### src/rtl/iob_cpu_bridge_pkg.sv
// Shared definitions for the CPU-to-IOb bus bridge: FSM state encoding,
// default error read word and strobe-width helper.
package iob_cpu_bridge_pkg;

   typedef enum logic [1:0] {
      ST_IDLE = 2'd0,
      ST_REQ  = 2'd1,
      ST_RESP = 2'd2
   } bridge_state_t;

   localparam logic [31:0] ERR_RDATA_DEFAULT = 32'hDEADBEEF;

   function automatic int wstrb_w(input int data_w);
      return data_w / 8;
   endfunction

endpackage

### src/rtl/iob_bus_watchdog.sv
// Bus-access watchdog: counts cycles while enabled and flags expiry when the
// counter reaches all-ones; clr restarts the count for a new access.
module iob_bus_watchdog #(
   parameter int CNT_W = 8
) (
   input  logic clk,
   input  logic rst,
   input  logic clr,
   input  logic en,
   output logic expired
);

   logic [CNT_W-1:0] cnt_q;
   logic [CNT_W-1:0] cnt_d;

   assign expired = en & (cnt_q == '1);

   // Holds at all-ones after expiry so the flag stays stable until cleared.
   always_comb begin
      cnt_d = cnt_q;
      if (clr) begin
         cnt_d = '0;
      end else if (en && !expired) begin
         cnt_d = cnt_q + CNT_W'(1);
      end
   end

   always_ff @(posedge clk or posedge rst) begin
      if (rst) begin
         cnt_q <= '0;
      end else begin
         cnt_q <= cnt_d;
      end
   end

endmodule

### src/rtl/iob_cpu_bus_bridge.sv
// Bridge from one CPU native memory port to an instruction bus and N_DBUS
// data buses; one registered transaction in flight, with watchdog timeout.
module iob_cpu_bus_bridge
   import iob_cpu_bridge_pkg::*;
#(
   parameter int                ADDR_W     = 32,
   parameter int                DATA_W     = 32,
   parameter int                N_DBUS     = 2,
   parameter int                SEL_W      = (N_DBUS > 1) ? $clog2(N_DBUS) : 1,
   parameter int                USE_EXTMEM = 0,
   parameter int                TIMEOUT_W  = 8,
   parameter logic [DATA_W-1:0] ERR_RDATA  = DATA_W'(ERR_RDATA_DEFAULT)
) (
   input  logic                       clk,
   input  logic                       rst,
   input  logic                       boot,
   input  logic                       cpu_valid,
   input  logic                       cpu_instr,
   input  logic [ADDR_W-1:0]          cpu_addr,
   input  logic [DATA_W-1:0]          cpu_wdata,
   input  logic [DATA_W/8-1:0]        cpu_wstrb,
   output logic [DATA_W-1:0]          cpu_rdata,
   output logic                       cpu_ready,
   output logic                       ibus_valid,
   output logic [ADDR_W-1:0]          ibus_addr,
   input  logic [DATA_W-1:0]          ibus_rdata,
   input  logic                       ibus_ready,
   output logic [N_DBUS-1:0]          dbus_valid,
   output logic [N_DBUS*ADDR_W-1:0]   dbus_addr,
   output logic [N_DBUS*DATA_W-1:0]   dbus_wdata,
   output logic [N_DBUS*DATA_W/8-1:0] dbus_wstrb,
   input  logic [N_DBUS*DATA_W-1:0]   dbus_rdata,
   input  logic [N_DBUS-1:0]          dbus_ready,
   input  logic                       err_clr,
   output logic                       timeout_err,
   output logic                       busy
);

   localparam int WSTRB_W = wstrb_w(DATA_W);

   bridge_state_t      state_q, state_d;
   logic               instr_q, instr_d;
   logic [ADDR_W-1:0]  addr_q, addr_d;
   logic [DATA_W-1:0]  wdata_q, wdata_d;
   logic [WSTRB_W-1:0] wstrb_q, wstrb_d;
   logic [SEL_W-1:0]   sel_q, sel_d;
   logic [DATA_W-1:0]  rdata_q, rdata_d;
   logic               err_q, err_d;

   logic [ADDR_W-1:0]  addr_remap;
   logic [SEL_W-1:0]   sel_new;
   logic [DATA_W-1:0]  ch_rdata [N_DBUS];
   logic               in_req;
   logic               tgt_ready;
   logic [DATA_W-1:0]  tgt_rdata;
   logic               expired;
   logic               wd_clr;
   logic               req_live;

   // External-memory remap flips the MSB only outside the boot phase.
   always_comb begin
      addr_remap = cpu_addr;
      if (USE_EXTMEM != 0) begin
         if (cpu_instr) begin
            addr_remap[ADDR_W-1] = ~boot;
         end else begin
            addr_remap[ADDR_W-1] = (cpu_addr[ADDR_W-1] ^ ~boot) & ~cpu_addr[ADDR_W-2];
         end
      end
   end

   generate
      if (N_DBUS > 1) begin : g_sel
         assign sel_new = addr_remap[ADDR_W-1 -: SEL_W];
      end else begin : g_sel_single
         assign sel_new = '0;
      end
   endgenerate

   assign in_req    = (state_q == ST_REQ);
   assign tgt_ready = instr_q ? ibus_ready : dbus_ready[sel_q];
   assign tgt_rdata = instr_q ? ibus_rdata : ch_rdata[sel_q];
   assign req_live  = in_req & ~tgt_ready & ~expired;

   assign ibus_valid  = req_live & instr_q;
   assign ibus_addr   = addr_q;
   assign cpu_ready   = (state_q == ST_RESP);
   assign cpu_rdata   = rdata_q;
   assign timeout_err = err_q;
   assign busy        = (state_q != ST_IDLE);

   genvar gi;
   generate
      for (gi = 0; gi < N_DBUS; gi++) begin : g_ch
         assign ch_rdata[gi]                      = dbus_rdata[gi*DATA_W +: DATA_W];
         assign dbus_valid[gi]                    = req_live & ~instr_q & (sel_q == SEL_W'(gi));
         assign dbus_addr[gi*ADDR_W +: ADDR_W]    = addr_q;
         assign dbus_wdata[gi*DATA_W +: DATA_W]   = wdata_q;
         assign dbus_wstrb[gi*WSTRB_W +: WSTRB_W] = wstrb_q;
      end
   endgenerate

   iob_bus_watchdog #(
      .CNT_W (TIMEOUT_W)
   ) u_watchdog (
      .clk     (clk),
      .rst     (rst),
      .clr     (wd_clr),
      .en      (in_req),
      .expired (expired)
   );

   // A ready in the expiry cycle takes priority; a timeout set beats err_clr.
   always_comb begin
      state_d = state_q;
      instr_d = instr_q;
      addr_d  = addr_q;
      wdata_d = wdata_q;
      wstrb_d = wstrb_q;
      sel_d   = sel_q;
      rdata_d = rdata_q;
      err_d   = err_q;
      wd_clr  = 1'b0;
      if (err_clr) begin
         err_d = 1'b0;
      end
      case (state_q)
         ST_IDLE: begin
            if (cpu_valid) begin
               instr_d = cpu_instr;
               addr_d  = addr_remap;
               wdata_d = cpu_wdata;
               wstrb_d = cpu_wstrb;
               sel_d   = sel_new;
               wd_clr  = 1'b1;
               state_d = ST_REQ;
            end
         end
         ST_REQ: begin
            if (tgt_ready) begin
               rdata_d = tgt_rdata;
               state_d = ST_RESP;
            end else if (expired) begin
               rdata_d = ERR_RDATA;
               err_d   = 1'b1;
               state_d = ST_RESP;
            end
         end
         ST_RESP: begin
            state_d = ST_IDLE;
         end
         default: begin
            state_d = ST_IDLE;
         end
      endcase
   end

   always_ff @(posedge clk or posedge rst) begin
      if (rst) begin
         state_q <= ST_IDLE;
         instr_q <= 1'b0;
         addr_q  <= '0;
         wdata_q <= '0;
         wstrb_q <= '0;
         sel_q   <= '0;
         rdata_q <= '0;
         err_q   <= 1'b0;
      end else begin
         state_q <= state_d;
         instr_q <= instr_d;
         addr_q  <= addr_d;
         wdata_q <= wdata_d;
         wstrb_q <= wstrb_d;
         sel_q   <= sel_d;
         rdata_q <= rdata_d;
         err_q   <= err_d;
      end
   end

endmodule

### config.mk
export PLATFORM = sky130hd
export DESIGN_NAME = iob_cpu_bus_bridge
export DESIGN_NICKNAME = d
export VERILOG_FILES = /design/src/rtl/iob_cpu_bridge_pkg.sv /design/src/rtl/iob_bus_watchdog.sv /design/src/rtl/iob_cpu_bus_bridge.sv
export SDC_FILE = /design/constraint.sdc
export NUM_CORES = 1
export LEC_CHECK = 0
export ABC_AREA = 1
export CORE_ASPECT_RATIO = 0.5
export CORE_UTILIZATION = 34
export CTS_CLUSTER_DIAMETER = 30
export DETAILED_ROUTE_END_ITERATION = 6
export GPL_TIMING_DRIVEN = 0
export PLACE_DENSITY_LB_ADDON = 0.08
export SKIP_CTS_REPAIR_TIMING = 1
export SKIP_LAST_GASP = 1
export SLEW_MARGIN = 25
export SYNTH_ARGS = -nofsm -noshare
export SYNTH_HDL_FRONTEND = slang
export SYNTH_HIERARCHICAL = 1
export SYNTH_SLANG_ARGS = --single-unit
### constraint.sdc
create_clock -name clk -period 3.5 [get_ports clk]
set_clock_uncertainty 0.15 [all_clocks]
set_input_delay 0.525 -clock clk [delete_from_list [all_inputs] [get_ports clk]]
set_output_delay 0.525 -clock clk [all_outputs]
set_load 0.005 [all_outputs]
* Word level (Yosys, flattened, before mapping)
Cells that the tools add are included.
** Storage, ports and cells
- Flip-flop bits (word level) :: 113
- Latch bits :: 0
- Memory bits (writable) :: 0
- ROM bits :: 0
- Input bits :: 173
- Word-level logic and storage cells :: 59
- Memories :: 0
** Cells by class
- Add/sub/neg operators :: 1
- $mul :: 0
- Divide/modulo/power cells :: 0
- Order comparisons :: 2
- Equality and inequality tests :: 5
- Shift-type cells :: 0
- Multiplexer cells :: 21
- Bitwise gates (word level) :: 12
- Reduce and logical (&&, ||, !) cells :: 9
** Operators by type and width (count)
- $mux W32 :: 6
- $mux W8 :: 2
- $mux W1 :: 9
- $add A8 B1 Y8 const B :: 1
- $eq A8 B8 Y1 const B :: 1
- $and A1 B1 Y1 :: 7
- $mux W2 :: 3
- $reduce_and A2 Y1 :: 3
- $reduce_bool A2 Y1 :: 3
- $not A1 Y1 :: 4
- $pmux W2 S2 :: 1
- $ne A3 B1 Y1 const B :: 1
- $eq A2 B1 Y1 const B :: 1
- $eq A2 B2 Y1 const B :: 1
- $ge A2 B2 Y1 const B :: 1
- $logic_not A2 Y1 :: 1
- $lt A1 B2 Y1 const B :: 1
- $ne A2 B2 Y1 const B :: 1
- $not A1 Y2 :: 1
- $logic_and A1 B1 Y1 :: 1
- $logic_not A1 Y1 :: 1

* Longest topological paths before layout
- Word-level depth :: 8
- Gate-level depth with buffers :: 10
- Mapped depth without buffers :: 9

* Modules after synthesis
The synthesis kept the hierarchy.
** Modules (own cells, without submodules)
- iob_cpu_bus_bridge :: instances 1, cells an instance 751, area an instance 5659.2 um^2, seq. area each 2602.5 um^2
- iob_bus_watchdog :: instances 1, cells an instance 67, area an instance 504.2 um^2, seq. area each 200.2 um^2

* Worst setup path before layout
No wires, ideal clock.
- Kind :: reg2out
- From :: register u_watchdog.cnt_q[0]
- To :: output port dbus_valid[0]
- Data arrival time :: 1.279 ns
- Data required time :: 2.825 ns
- Path slack :: 1.546 ns
- Cell stages (with the launch flop) :: 9
- Path through :: dfrtp_1 > ha_1 > nand2_2 > nor2_4 > nand2_2 > nor2_1 > nor2_1 > nand3_1 > nor3_1
** On the way
- Cells in the longest elaborated chain, start to end :: 6
** RTL lines
- from (decl) :: line iob_bus_watchdog.sv:13 : logic [CNT_W-1:0] cnt_q;
- from (signal assigned) :: line iob_bus_watchdog.sv:32 : cnt_q <= cnt_d;
- $eq A8 B8 Y1 :: line iob_bus_watchdog.sv:16 : assign expired = en & (cnt_q == '1);
- $and A1 B1 Y1 :: line iob_bus_watchdog.sv:16
- via expired :: line iob_cpu_bus_bridge.sv:56 : logic expired;
- $not A1 Y1 :: line iob_cpu_bus_bridge.sv:83 : assign req_live = in_req & ~tgt_ready & ~expired;
- $and A1 B1 Y1 :: line iob_cpu_bus_bridge.sv:83
- $and A1 B1 Y1 (2 in a row) :: line iob_cpu_bus_bridge.sv:96 : assign dbus_valid[gi] = req_live & ~instr_q & (sel_q == SEL_W'(gi));
- to (decl) :: line iob_cpu_bus_bridge.sv:28 : output logic [N_DBUS-1:0] dbus_valid,
The timed path passes the listed nets, and every way through them passes these cells.

* Final worst setup path
Same ends and word-level chain as after synthesis.

==> results.txt <==
----------------------------------------------------
[Clock tree]
  CTS H-tree lvls ... 3
  Number of sinks on the clock net ... 112
  Register clock-pin slew on the reported worst setup and hold paths ... 70 ps
  CTS tree ... done
  Clock Path Buffers ... 2
  Clock Tree Root ... clkbuf_16
  Clock buffer count from CTS ... 9
  Worst-skew pair later-pin latency ... 350 ps

[Routing]
  Number of nets with antenna violations after detailed routing ... 0
  Number of DRC markers after the initial detailed-route iteration ... 274
  Drt total wl ... 20600 µm
  Vias per cell ... 4.40
  Routed wirelength normalized by instance count ... 14.3 µm
  Number of detailed-route iterations in the first pass ... 7
  Vias ... 6353
  Post-detailed-route DRC marker count ... 34

[Pwr]
  Power per cell area ... 860 nW/µm²
  Leakage power of the design ... 5.14 nW
  VDD IR max ... 0.322 mV
  Tot Pwr ... 9.07 mW

[Worst setup path]
  Crit Path Max Fanout ... 4
  WP data arrival ... 2370 ps
  Length in cells of the worst reg-to-reg path ... 9
  Slowest stage cell, crit path ... clkdlybuf4s50_1
  Delay of the slowest critical-path stage ... 540 ps
  Critical Path RT ... 2820 ps
  Chain of cells forming the critical path ... ha_1 -> nand2_2 -> nor2_4 -> nand2_2 -> nor2_1 -> nor2_1 -> nand3_1 -> nor3_1 -> clkdlybuf4s50_1
  Category of the worst setup path capture point ... output port
  Critical path type ... register to output port
  Sort of element at the start of the critical path ... register

[Synthesis]
  Post-synthesis sequential element count ... 112
  Share of synthesized flip-flops with an asynchronous set or reset ... 1.00
  Largest cells by area after synthesis ... dfrtp_1, nand2_1, buf_4
  Synthesis Warnings ... 6
  Synthesized netlist net count ... 992
  Post-synthesis cell type count ... 28
  Largest area contributor in the synthesized netlist ... dfrtp_1
  Top-area cell type share of the netlist area ... 0.455
  Sequential-to-total area share from yosys stat ... 0.455
  Number of synthesized flops with an enable pin ... 0
  Dominant synthesized flop cell ... dfrtp_1
  Mean cell area of the mapped netlist ... 7.53 µm²
  Number of standard cells after synthesis ... 818
  Area of the mapped netlist ... 6160 µm²

[Final layout]
  Final standard cell count with taps included and fillers excluded ... 1445
  Number of inserted filler cells in the final layout ... 1592
  Fraction of layout instances using a drive strength above 1 ... 0.154
  Fin nets ... 1381
  Layout-stage area growth over the synthesis result ... 71.1%
  Antenna diode count ... 0
  Layout Cell Area excl Fill ... 10500 µm²

[GRT]
  Largest net degree at the start of global routing ... 73
  Met2 track demand over resource ... 0.409
  Vias in the first global route ... 6190
  Met1 demand-to-capacity share in global routing ... 0.258
  Global routing usage summed across all routing layers ... 0.221
  Wire length of the first global-routing pass ... 32300 µm
  Gr ovfl total ... 0
  Most used routing layer ... met2
  Met3 Use GR ... 0.0524
  Antenna violations before repair ... 0

[Run status]
  Violations in the final reports ... DRC
  Run status ... finished with violations

[STA]
  Peak clock frequency supported by timing ... 328 MHz
  Final critical path time including I/O delays and setup ... 3050 ps
  RSZ-0062 raised after global routing ... no
  Transition time of the tightest slew-check pin ... 475 ps
  Smallest setup slack after layout ... 451 ps
  Final slew viol count ... 0
  Total count of hold-check failures in the final report ... 0
  Tightest slew margin relative to the limit ... 0.683
  Final hold slack ... 354 ps
  Final setup viols ... 0
  Final critical-path share of the clock period ... 0.871

[Floorplanning]
  Die span in y ... 97.2 µm
  Core footprint ... 17600 µm²
  Floorplan die area ... 18700 µm²
  I/O pin count ... 379
  Horiz. Die Dim ... 192 µm
  Row cnt ... 34
  Starting utilization of the core area ... 0.351

[Job]
  Max-cap viol count ... 0

[Place]
  Detailed-placement wirelength estimate ... 16200 µm
  Placer congestion estimate ... 0.843
  Worst setup slack before clock tree synthesis ... 730 ps
  Total cell area at the placement stage ... 10300 µm²
  Quantity of I/O buffers inserted on ports ... 377
  Placed cell count ... 1430

[Worst hold path]
  Min-delay worst type ... register to register
  Hold Path Stages ... 2

----------------------------------------------------
worst paths after layout:
| path | start | to | slack (ps) |
|---|---|---|---|
| max | u_watchdog/cnt_q[0] | dbus_valid[0] | 450 |
| min | cpu_rdata[20] | cpu_rdata[20] | 350 |
| max reg2reg | u_watchdog/cnt_q[0] | cpu_rdata[22] | 1550 |
| min reg2reg | cpu_rdata[20] | cpu_rdata[20] | 350 |
| max in group asynchronous | rst | cpu_rdata[29] | 2120 |
| min in group asynchronous | rst | u_watchdog/cnt_q[4] | 400 |
synth_stat cells, types with 3 or more instances:
cell      count
buf_2        24
xor2_1        4
clkbuf_1      7
a21oi_1      17
nand2_2       3
inv_1        13
inv_2         3
nor2_2        3
nand3_1      67
buf_4       105
or2_2        24
dfrtp_1     112
nor2_1       16
nand2_1     402
worst max-delay path: cells and delay by family, from the launching register on:
| family | cells | cell delay [ps] |
|---|---|---|
| fa+ha+maj | 1 | 250 |
| simple gates | 7 | 840 |
| flops | 1 | 410 |
| buf+inv | 1 | 540 |
power by group:
group	internal, mW	switching, mW	leakage, nW
clock network	0.506	0.482	0.132
registers	1.91	0.548	1.38
logic	3.40	2.21	3.63
total	5.82	3.24	5.14
per-layer routing:
metal	share of wire	wire (µm)
met1	0.40	8250
met2	0.52	10800
met3	0.066	1350
met4	0.013	261
met5	0	0
sequential cells by signal, indices dropped and copies added, names as in the netlist:
signal	cells
cpu_rdata	32
ibus_addr	32
instr_q	1
state_q	2
timeout_err	1
u_watchdog/cnt_q	8
wdata_q	32
wstrb_q	4
cell usage in the layout, fill, tap and decap left out, drive strengths merged:
cell	instances
a21oi	18
buf	133
clkbuf	17
clkdlybuf4s50	377
clkinv	1
clkinvlp	2
dfrtp	112
ha	1
inv	19
nand2	407
nand3	68
nand3b	1
nor2	20
nor3	2
o21ai	2
o22ai	1
or2	25
xnor2	1
xor2	4
final cells by class:
class	count	area [µm²]	share of cell area
multi-input cells	550	2330	0.221
repair buffers	378	3800	0.361
flip-flops and latches	112	2800	0.266
clock buffers	10	239	0.0227
plain buffers	139	961	0.0911
well taps	234	293	0.0278
inverters	17	71.3	0.00676
clock inverters	5	41.3	0.00392
cells by family (layout without fill, tap and decap cells):
logic type,after synthesis,count (layout),synth area share
buffers and inverters,156,549,0.167
flip-flops,112,112,0.455
XOR/XNOR,5,5,0.00710
adder cells (fa/ha/maj),1,1,0.00203
AND/OR/NAND/NOR,523,523,0.352
AO/OA/AOI/OAI,21,21,0.0179
through the flow:
stage | utilization | setup TNS [ps]
after floorplan | - | 0
after global placement | 0.582 | -177920
after detailed placement | 0.584 | 0
after CTS | 0.600 | 0
after global routing | 0.600 | 0
final | 0.600 | 0
Note: power is estimated with default switching activity, not from simulation.
